==> config.mk <==
export PLATFORM = sky130hd
export DESIGN_NAME = fuzz_seq
export DESIGN_NICKNAME = d
export VERILOG_FILES = /design/src/rtl/fuzz_seq.sv
export SDC_FILE = /design/constraint.sdc
export NUM_CORES = 1
export LEC_CHECK = 0
export BUFFER_PORTS_ARGS = -buffer_cell sky130_fd_sc_hd__clkbuf_2
export CAP_MARGIN = 15
export CORE_MARGIN = 4
export CORE_UTILIZATION = 53
export DETAILED_ROUTE_END_ITERATION = 12
export PLACE_DENSITY = 0.82
export SLEW_MARGIN = 20
export SYNTH_ARGS = -nofsm -noshare
export SYNTH_HDL_FRONTEND = slang
export SYNTH_SLANG_ARGS = --single-unit
==> constraint.sdc <==
create_clock -name clk -period 4.5 [get_ports clk]
set_clock_uncertainty 0.1 [all_clocks]
set_input_delay 0.9 -clock clk [delete_from_list [all_inputs] [get_ports clk]]
set_output_delay 0.9 -clock clk [all_outputs]
set_load 0.02 [all_outputs]
==> src/rtl/fuzz_seq.sv <==
// fuzz_seq: time-shares one external fuzzifier between the error sample and
// the delta-error sample. The block issues e and then de, waits out the
// fuzzifier latency and captures six clamped Q1.15 memberships.
module fuzz_seq #(
  parameter int LAT = 2
) (
  input  logic        clk,
  input  logic        rst,
  input  logic        start,
  input  logic [7:0]  e_in,
  input  logic [7:0]  de_in,
  output logic        busy,
  output logic        done,
  output logic [7:0]  fz_x,
  output logic        fz_sel,
  output logic        fz_vld,
  input  logic [15:0] fz_mu_neg,
  input  logic [15:0] fz_mu_zero,
  input  logic [15:0] fz_mu_pos,
  output logic [15:0] mu_e_neg,
  output logic [15:0] mu_e_zero,
  output logic [15:0] mu_e_pos,
  output logic [15:0] mu_de_neg,
  output logic [15:0] mu_de_zero,
  output logic [15:0] mu_de_pos,
  output logic        sat_err
);

  typedef enum logic [2:0] {IDLE, ISSUE_E, ISSUE_DE, WAIT, DONE} state_t;

  // WAIT lasts LAT cycles; the counter reaches 0 in the cycle before DONE.
  localparam logic [2:0] CNT_INIT = 3'(LAT - 1);
  localparam bit         LAT_ONE  = (LAT == 1);
  localparam logic [15:0] MU_MAX  = 16'h8000;

  state_t      r_state;
  logic [2:0]  r_cnt;
  logic [7:0]  r_de;
  logic        r_busy, r_done, r_fz_sel, r_fz_vld, r_sat;
  logic [7:0]  r_fz_x;
  logic [15:0] r_e_n, r_e_z, r_e_p, r_d_n, r_d_z, r_d_p;

  logic        w_cap_e, w_cap_de, w_over;
  logic [15:0] w_cl_n, w_cl_z, w_cl_p;

  // The e result emerges LAT cycles after ISSUE_E: still inside ISSUE_DE when
  // LAT=1, otherwise one cycle before the de result at the end of WAIT.
  assign w_cap_e  = LAT_ONE ? (r_state == ISSUE_DE) : (r_state == WAIT && r_cnt == 3'd1);
  assign w_cap_de = (r_state == WAIT) && (r_cnt == 3'd0);

  // Saturate memberships to 1.0 and flag anything above it
  assign w_cl_n = (fz_mu_neg  > MU_MAX) ? MU_MAX : fz_mu_neg;
  assign w_cl_z = (fz_mu_zero > MU_MAX) ? MU_MAX : fz_mu_zero;
  assign w_cl_p = (fz_mu_pos  > MU_MAX) ? MU_MAX : fz_mu_pos;
  assign w_over = (fz_mu_neg > MU_MAX) || (fz_mu_zero > MU_MAX) || (fz_mu_pos > MU_MAX);

  // Sequencer, registered outputs and membership capture
  always_ff @(posedge clk) begin
    if (rst) begin
      r_state  <= IDLE;
      r_cnt    <= '0;
      r_de     <= '0;
      r_busy   <= 1'b0;
      r_done   <= 1'b0;
      r_fz_x   <= '0;
      r_fz_sel <= 1'b0;
      r_fz_vld <= 1'b0;
      r_sat    <= 1'b0;
      r_e_n    <= '0;
      r_e_z    <= '0;
      r_e_p    <= '0;
      r_d_n    <= '0;
      r_d_z    <= '0;
      r_d_p    <= '0;
    end else begin
      r_done   <= 1'b0;
      r_fz_x   <= '0;
      r_fz_sel <= 1'b0;
      r_fz_vld <= 1'b0;
      case (r_state)
        IDLE, DONE: begin
          if (start) begin
            // e goes straight to the operand register; de waits one cycle
            r_de     <= de_in;
            r_fz_x   <= e_in;
            r_fz_vld <= 1'b1;
            r_busy   <= 1'b1;
            r_state  <= ISSUE_E;
          end else begin
            r_state <= IDLE;
          end
        end
        ISSUE_E: begin
          r_fz_x   <= r_de;
          r_fz_sel <= 1'b1;
          r_fz_vld <= 1'b1;
          r_state  <= ISSUE_DE;
        end
        ISSUE_DE: begin
          r_cnt   <= CNT_INIT;
          r_state <= WAIT;
        end
        WAIT: begin
          if (r_cnt == 3'd0) begin
            r_busy  <= 1'b0;
            r_done  <= 1'b1;
            r_state <= DONE;
          end else begin
            r_cnt <= r_cnt - 3'd1;
          end
        end
        default: r_state <= IDLE;
      endcase

      if (w_cap_e) begin
        r_e_n <= w_cl_n;
        r_e_z <= w_cl_z;
        r_e_p <= w_cl_p;
      end
      if (w_cap_de) begin
        r_d_n <= w_cl_n;
        r_d_z <= w_cl_z;
        r_d_p <= w_cl_p;
      end
      if ((w_cap_e || w_cap_de) && w_over) r_sat <= 1'b1;
    end
  end

  assign busy       = r_busy;
  assign done       = r_done;
  assign fz_x       = r_fz_x;
  assign fz_sel     = r_fz_sel;
  assign fz_vld     = r_fz_vld;
  assign mu_e_neg   = r_e_n;
  assign mu_e_zero  = r_e_z;
  assign mu_e_pos   = r_e_p;
  assign mu_de_neg  = r_d_n;
  assign mu_de_zero = r_d_z;
  assign mu_de_pos  = r_d_p;
  assign sat_err    = r_sat;

endmodule

==> flow_summary.json, run 1 <==
{
  "start_kind": "flop",
  "clkSinkCount": 123,
  "ys_ff_latch": 123,
  "ff2ff_setup_slack_ns": 2.06,
  "cp_data_required_time_ns": 4.77,
  "critPathArrivalTime_ns": 2.70,
  "hold_buffers": 0,
  "die_w_um": 103,
  "cts_tree": "yes",
  "path_class": "flop to flop",
  "grt_max_degree": 82,
  "finalCritPeriodShare_pct": 54.1,
  "cts.repair_timing.setup_buffer_count": 0,
  "synth_seq_area_share_pct": 51.7,
  "drc_errors": 0,
  "dp_hpwl_um": 9180,
  "cts_resized": 0,
  "fin_setup_tns_ns": 0,
  "viasPerCell": 5.41,
  "async_flop_share_pct": 0,
  "drv_cap": 0,
  "core_area_um2": 8720,
  "syn_nets": 653,
  "cp_slowest_cell": "nand2_2",
  "dieArea_um2": 10600,
  "netlist_area_um2": 4770,
  "clockBufferDepth": 2,
  "synth-edff-count": 0,
  "gp_congestion": 0.850,
  "final_net_count": 805,
  "cp_slowest_stage_delay_ns": 0.77,
  "fin_crit_ns": 2.44,
  "slew-limit-headroom_pct": 27.2,
  "seq_area_um2": 2460,
  "routedWlPerCell_um": 15.7,
  "initialDrtViolationCount": 306,
  "wl_um": 13400,
  "syn_area_per_cell_um2": 8.17,
  "first_pass_iters": 4,
  "vdd_drop_max_v": 0.000257,
  "utilization_pct": 70.9,
  "clkTransAtPathRegs_ns": 0.06,
  "cp_cell_sequence": "inv_1 -> ha_1 -> nand2_2 -> nand2b_1 -> a211oi_1",
  "multi_input_area_um2": 2030,
  "final_max_slew_viol_count": 0,
  "port_buffers": 175,
  "synthCells": 583,
  "grt_remaining_overflow": 0,
  "tightest_slew_ns": 1.09,
  "worst-r2r-cell-count": 5,
  "cts_buffers": 17,
  "crit_path_max_fanout": 52,
  "area_growth_pct": 29.8,
  "status": "finished, final reports clean",
  "grt_usage_pct": 25.1,
  "grt_first_pass_wirelength_um": 20700,
  "crit_path_end_kind": "flop",
  "synth-warning-count": 0,
  "num_vias": 4635,
  "rsz0062_at_grt": "false",
  "hp-start": "mu_de_pos[13]",
  "ys.flop_type": "dfxtp_1",
  "worstReg2RegEnd": "r_cnt[0]",
  "min_to": "mu_de_pos[13]",
  "hold_depth": 2,
  "rows": 34,
  "cts_htree_levels": 4,
  "power.density_nw_per_um2": 447,
  "p_leak_nw": 2.59,
  "root_buffer": "clkbuf_8",
  "setup-violations-final": 0,
  "die_h_um": 103,
  "hold_path.class": "flop to flop",
  "finalHoldViolations": 0,
  "r2r-start": "r_cnt[0]",
  "fmax_mhz": 411,
  "n_antenna_cell": 0,
  "fillers": 715,
  "start_util_pct": 54.6,
  "ant_nets": 0,
  "yosysUniqueCellTypes": 30,
  "insertion_delay_ns": 0.50,
  "layout-drive-gt1-share_pct": 29.0,
  "antenna_found_initial": 0,
  "grt_pass1_vias": 4304,
  "io_pins": 176
}
cell usage in the layout (no fill, tap or decap), types with 3 or more instances in the layout:
cell / n
nor3_1: 3
clkinvlp_4: 4
bufinv_16: 4
nand2b_1: 6
nor2_1: 33
a22oi_1: 8
nand3_1: 40
ha_1: 3
nor4_1: 9
nand2_1: 150
clkbuf_8: 3
a21oi_1: 91
clkbuf_16: 16
inv_1: 6
buf_4: 5
nor2b_1: 27
clkbuf_2: 174
dfxtp_1: 123
a2bb2oi_1: 18
state kept, by name (all words and copies together), names as in the netlist:
signal,flops
mu_de_neg,16
mu_de_zero,16
r_state,3
mu_e_neg,16
mu_e_pos,16
r_cnt,3
mu_de_pos,16
fz_sel,1
fz_vld,1
busy,1
mu_e_zero,16
r_de,8
done,1
sat_err,1
fz_x,8
synthesized netlist by cell type, drive strengths merged (3+ instances only):
| cell | n | area [um2] |
|---|---|---|
| nor3 | 3 | 15.0 |
| nor2b | 27 | 169 |
| clkbuf | 22 | 82.6 |
| dfxtp | 123 | 2460 |
| inv | 6 | 22.5 |
| nand2b | 6 | 37.5 |
| a21oi | 91 | 455 |
| ha | 3 | 37.5 |
| nand2 | 152 | 571 |
| a22oi | 8 | 60.1 |
| nor2 | 34 | 130 |
| nor4 | 9 | 56.3 |
| nand3 | 40 | 200 |
| a2bb2oi | 18 | 158 |
| buf | 24 | 176 |
worst max-delay path, delay by kind of cell (launching register included):
kind	cells	cell delay, ns
adders and majority gates	1	0.51
DFF	1	0.32
buffers and inverters	1	0.12
and+or+nand+nor	2	1.15
AOI/OAI and AO/OA	1	0.11
cells by family after synthesis:
kind of cell             Yosys count  synth area share, %
AND/OR/NAND/NOR                  278                 25.9
AO/OA/AOI/OAI                    127                 15.7
flip-flops                       123                 51.7
buffers and inverters             52                 5.91
adder cells (fa/ha/maj)            3                0.788
report_power, final:
group	internal [W]	leakage, nW	switching (W)
clock network	0.000933	0.297	0.000493
logic	0.0000730	1.30	0.000138
registers	0.00111	0.994	0.0000147
total	0.00212	2.59	0.000645
final cells by class:
class                      count  area share [%]
sequential                   123            39.8
inverter                       6           0.364
clock buffer                  19            7.14
tap                          108            2.18
multi-input combinational    408            32.8
timing repair buffer         179            14.7
clock inverter                13            3.07
worst max-delay path by stage:
stage                 startpoint           to  slack, ns  cells after the start
floorplan                    rst         busy       2.53                      4
global route            r_cnt[0]     r_cnt[0]       1.89                      5
global placement    fz_mu_pos[0]  mu_e_pos[3]       1.87                      5
finish                  r_cnt[0]     r_cnt[0]       2.06                      5
detailed placement  fz_mu_pos[0]  mu_e_pos[3]       1.88                      5
CTS                     r_cnt[0]     r_cnt[0]       2.08                      5
routing by layer:
layer	wire length, um	up-vias	GRT usage (%)
li1	-	2266	-
met1	5560	2149	33.0
met2	6440	210	40.1
met3	1280	10	7.85
met4	124	0	6.97
met5	0	-	0
metrics by stage:
stage	setup slack [ns]	power, W	hold WS, ns	instances	area, um2
detailed placement	1.88	0.00136	0.345	824	5560
finish	2.06	0.00277	0.353	856	6190
CTS	2.08	0.00278	0.353	856	6190
global placement	1.87	0.00136	0.340	824	5560
global route	1.89	0.00286	0.371	856	6190
floorplan	2.53	0.00128	0.336	583	4770
Note: power is estimated with default switching activity, not from simulation.
==> inputs of run 2 (changes only) <==
--- a/config.mk
+++ b/config.mk
@@ -8,9 +8,9 @@
 export BUFFER_PORTS_ARGS = -buffer_cell sky130_fd_sc_hd__clkbuf_2
 export CAP_MARGIN = 15
 export CORE_MARGIN = 4
-export CORE_UTILIZATION = 53
+export CORE_UTILIZATION = 49
 export DETAILED_ROUTE_END_ITERATION = 12
-export PLACE_DENSITY = 0.82
+export PLACE_DENSITY = 0.76
 export SLEW_MARGIN = 20
 export SYNTH_ARGS = -nofsm -noshare
 export SYNTH_HDL_FRONTEND = slang
==> constraint.sdc (replaced) <==
create_clock -name clk -period 2.55 [get_ports clk]
set_clock_uncertainty 0.1 [all_clocks]
set_input_delay 0.51 -clock clk [delete_from_list [all_inputs] [get_ports clk]]
set_output_delay 0.51 -clock clk [all_outputs]
set_load 0.02 [all_outputs]
==> run 2 against run 1 <==
Compared with the run above:
- sequential share of layout area decreased by 0.32 points
- sequential power increased by 76%
- register-to-register slack got worse by 1.5 ns
- cell area increased by 0.81%
- combinational power increased by 77%
- flip-flop and latch count unchanged
- via count about the same
- global-route usage decreased by 1.7 points
- routed wire length decreased by 0.20%
- total power increased by 76%
==> flow_summary.json, run 2 (synthesis results as in run 1) <==
{
  "status": "finished, final reports clean",
  "dp_hpwl_um": 9110,
  "gp_congestion": 0.821,
  "core_area_um2": 9370,
  "final_max_slew_viol_count": 0,
  "vdd_drop_max_v": 0.000392,
  "die_w_um": 107,
  "final_net_count": 808,
  "area_growth_pct": 30.9,
  "start_util_pct": 50.9,
  "cts_buffers": 17,
  "layout-drive-gt1-share_pct": 29.2,
  "power.density_nw_per_um2": 778,
  "antenna_found_initial": 0,
  "cts_resized": 0,
  "n_antenna_cell": 0,
  "finalCritPeriodShare_pct": 79.0,
  "crit_path_end_kind": "flop",
  "io_pins": 176,
  "p_leak_nw": 2.61,
  "clkSinkCount": 123,
  "layout_common_cells": "174 x clkbuf_2, 150 x nand2_1, 123 x dfxtp_1",
  "slew-limit-headroom_pct": 41.7,
  "crit_path_max_fanout": 39,
  "grt_pass1_vias": 4413,
  "cts_tree": "yes",
  "setup-violations-final": 0,
  "mostFrequentLayoutCell": "clkbuf_2",
  "start_kind": "flop",
  "rsz0062_at_grt": "false",
  "initialDrtViolationCount": 284,
  "tightest_slew_ns": 0.863,
  "die_h_um": 107,
  "path_class": "flop to flop",
  "clkTransAtPathRegs_ns": 0.06,
  "grt_max_degree": 50,
  "grt_usage_pct": 23.4,
  "num_vias": 4636,
  "root_buffer": "clkbuf_8",
  "first_pass_iters": 5,
  "finalHoldViolations": 0,
  "drv_cap": 0,
  "ant_nets": 0,
  "fin_setup_tns_ns": 0,
  "drc_errors": 0,
  "routedWlPerCell_um": 15.2,
  "fin_crit_ns": 2.01,
  "cp_data_required_time_ns": 2.87,
  "port_buffers": 175,
  "clockBufferDepth": 2,
  "critPathArrivalTime_ns": 2.34,
  "insertion_delay_ns": 0.49,
  "fmax_mhz": 496,
  "setup_ws_ns": 0.535,
  "grt_remaining_overflow": 0,
  "rows": 35,
  "wl_um": 13400,
  "hold_path.class": "input port to flop",
  "preCtsSetupSlack_ns": 0.239,
  "cts_htree_levels": 4,
  "viasPerCell": 5.27,
  "grt_first_pass_wirelength_um": 21400,
  "cts.repair_timing.setup_buffer_count": 0,
  "dieArea_um2": 11400,
  "hold_buffers": 0
}
run 2: critical path, cell delays in order (launching register included):
cell and delay, ns:
dfxtp_1 0.31, inv_1 0.11, ha_1 0.51, and2_1 0.23
buf_4 0.38, nand3_1 0.13, a21oi_1 0.16
run 2: routing by layer:
metal / wire, um / GRT usage, %
met4: 156 / 5.84
met2: 6320 / 38.0
met5: 0 / 0
met1: 5720 / 30.8
met3: 1180 / 6.68
run 2: area by class of cell:
| class | instances | area [um2] |
|---|---|---|
| clock inverters | 13 | 189 |
| clock buffers | 19 | 432 |
| repair buffers | 182 | 943 |
| inverters | 6 | 22.5 |
| well taps | 129 | 161 |
| multi-input cells | 408 | 2030 |
| fillers | 828 | 3130 |
| flip-flops and latches | 123 | 2460 |
run 2: through the flow:
stage	hold WS [ns]	std cells	power, W	instance area, um2	util, %
4_1_cts	0.110	880	0.00489	6240	66.6
5_1_grt	0.129	880	0.00504	6240	66.6
6_report	0.135	880	0.00485	6240	66.6
2_1_floorplan	0.336	583	0.00227	4770	-
3_3_place_gp	0.340	848	0.00240	5620	59.9
3_5_place_dp	0.346	848	0.00240	5620	59.9
run 2: final timing paths:
check	startpoint	end	slack (ns)	cells past startpoint
max	r_cnt[0]	mu_de_pos[5]	0.54	6
min	de_in[2]	r_de[2]	0.13	3
max reg2reg	r_cnt[0]	mu_de_pos[5]	0.54	6
min reg2reg	mu_e_neg[14]	mu_e_neg[14]	0.35	2
run 2: report_power, final:
part	internal [W]	total, W	switching, W
clock network	0.00162	0.00249	0.000866
logic	0.000133	0.000374	0.000241
registers	0.00197	0.00199	0.0000264
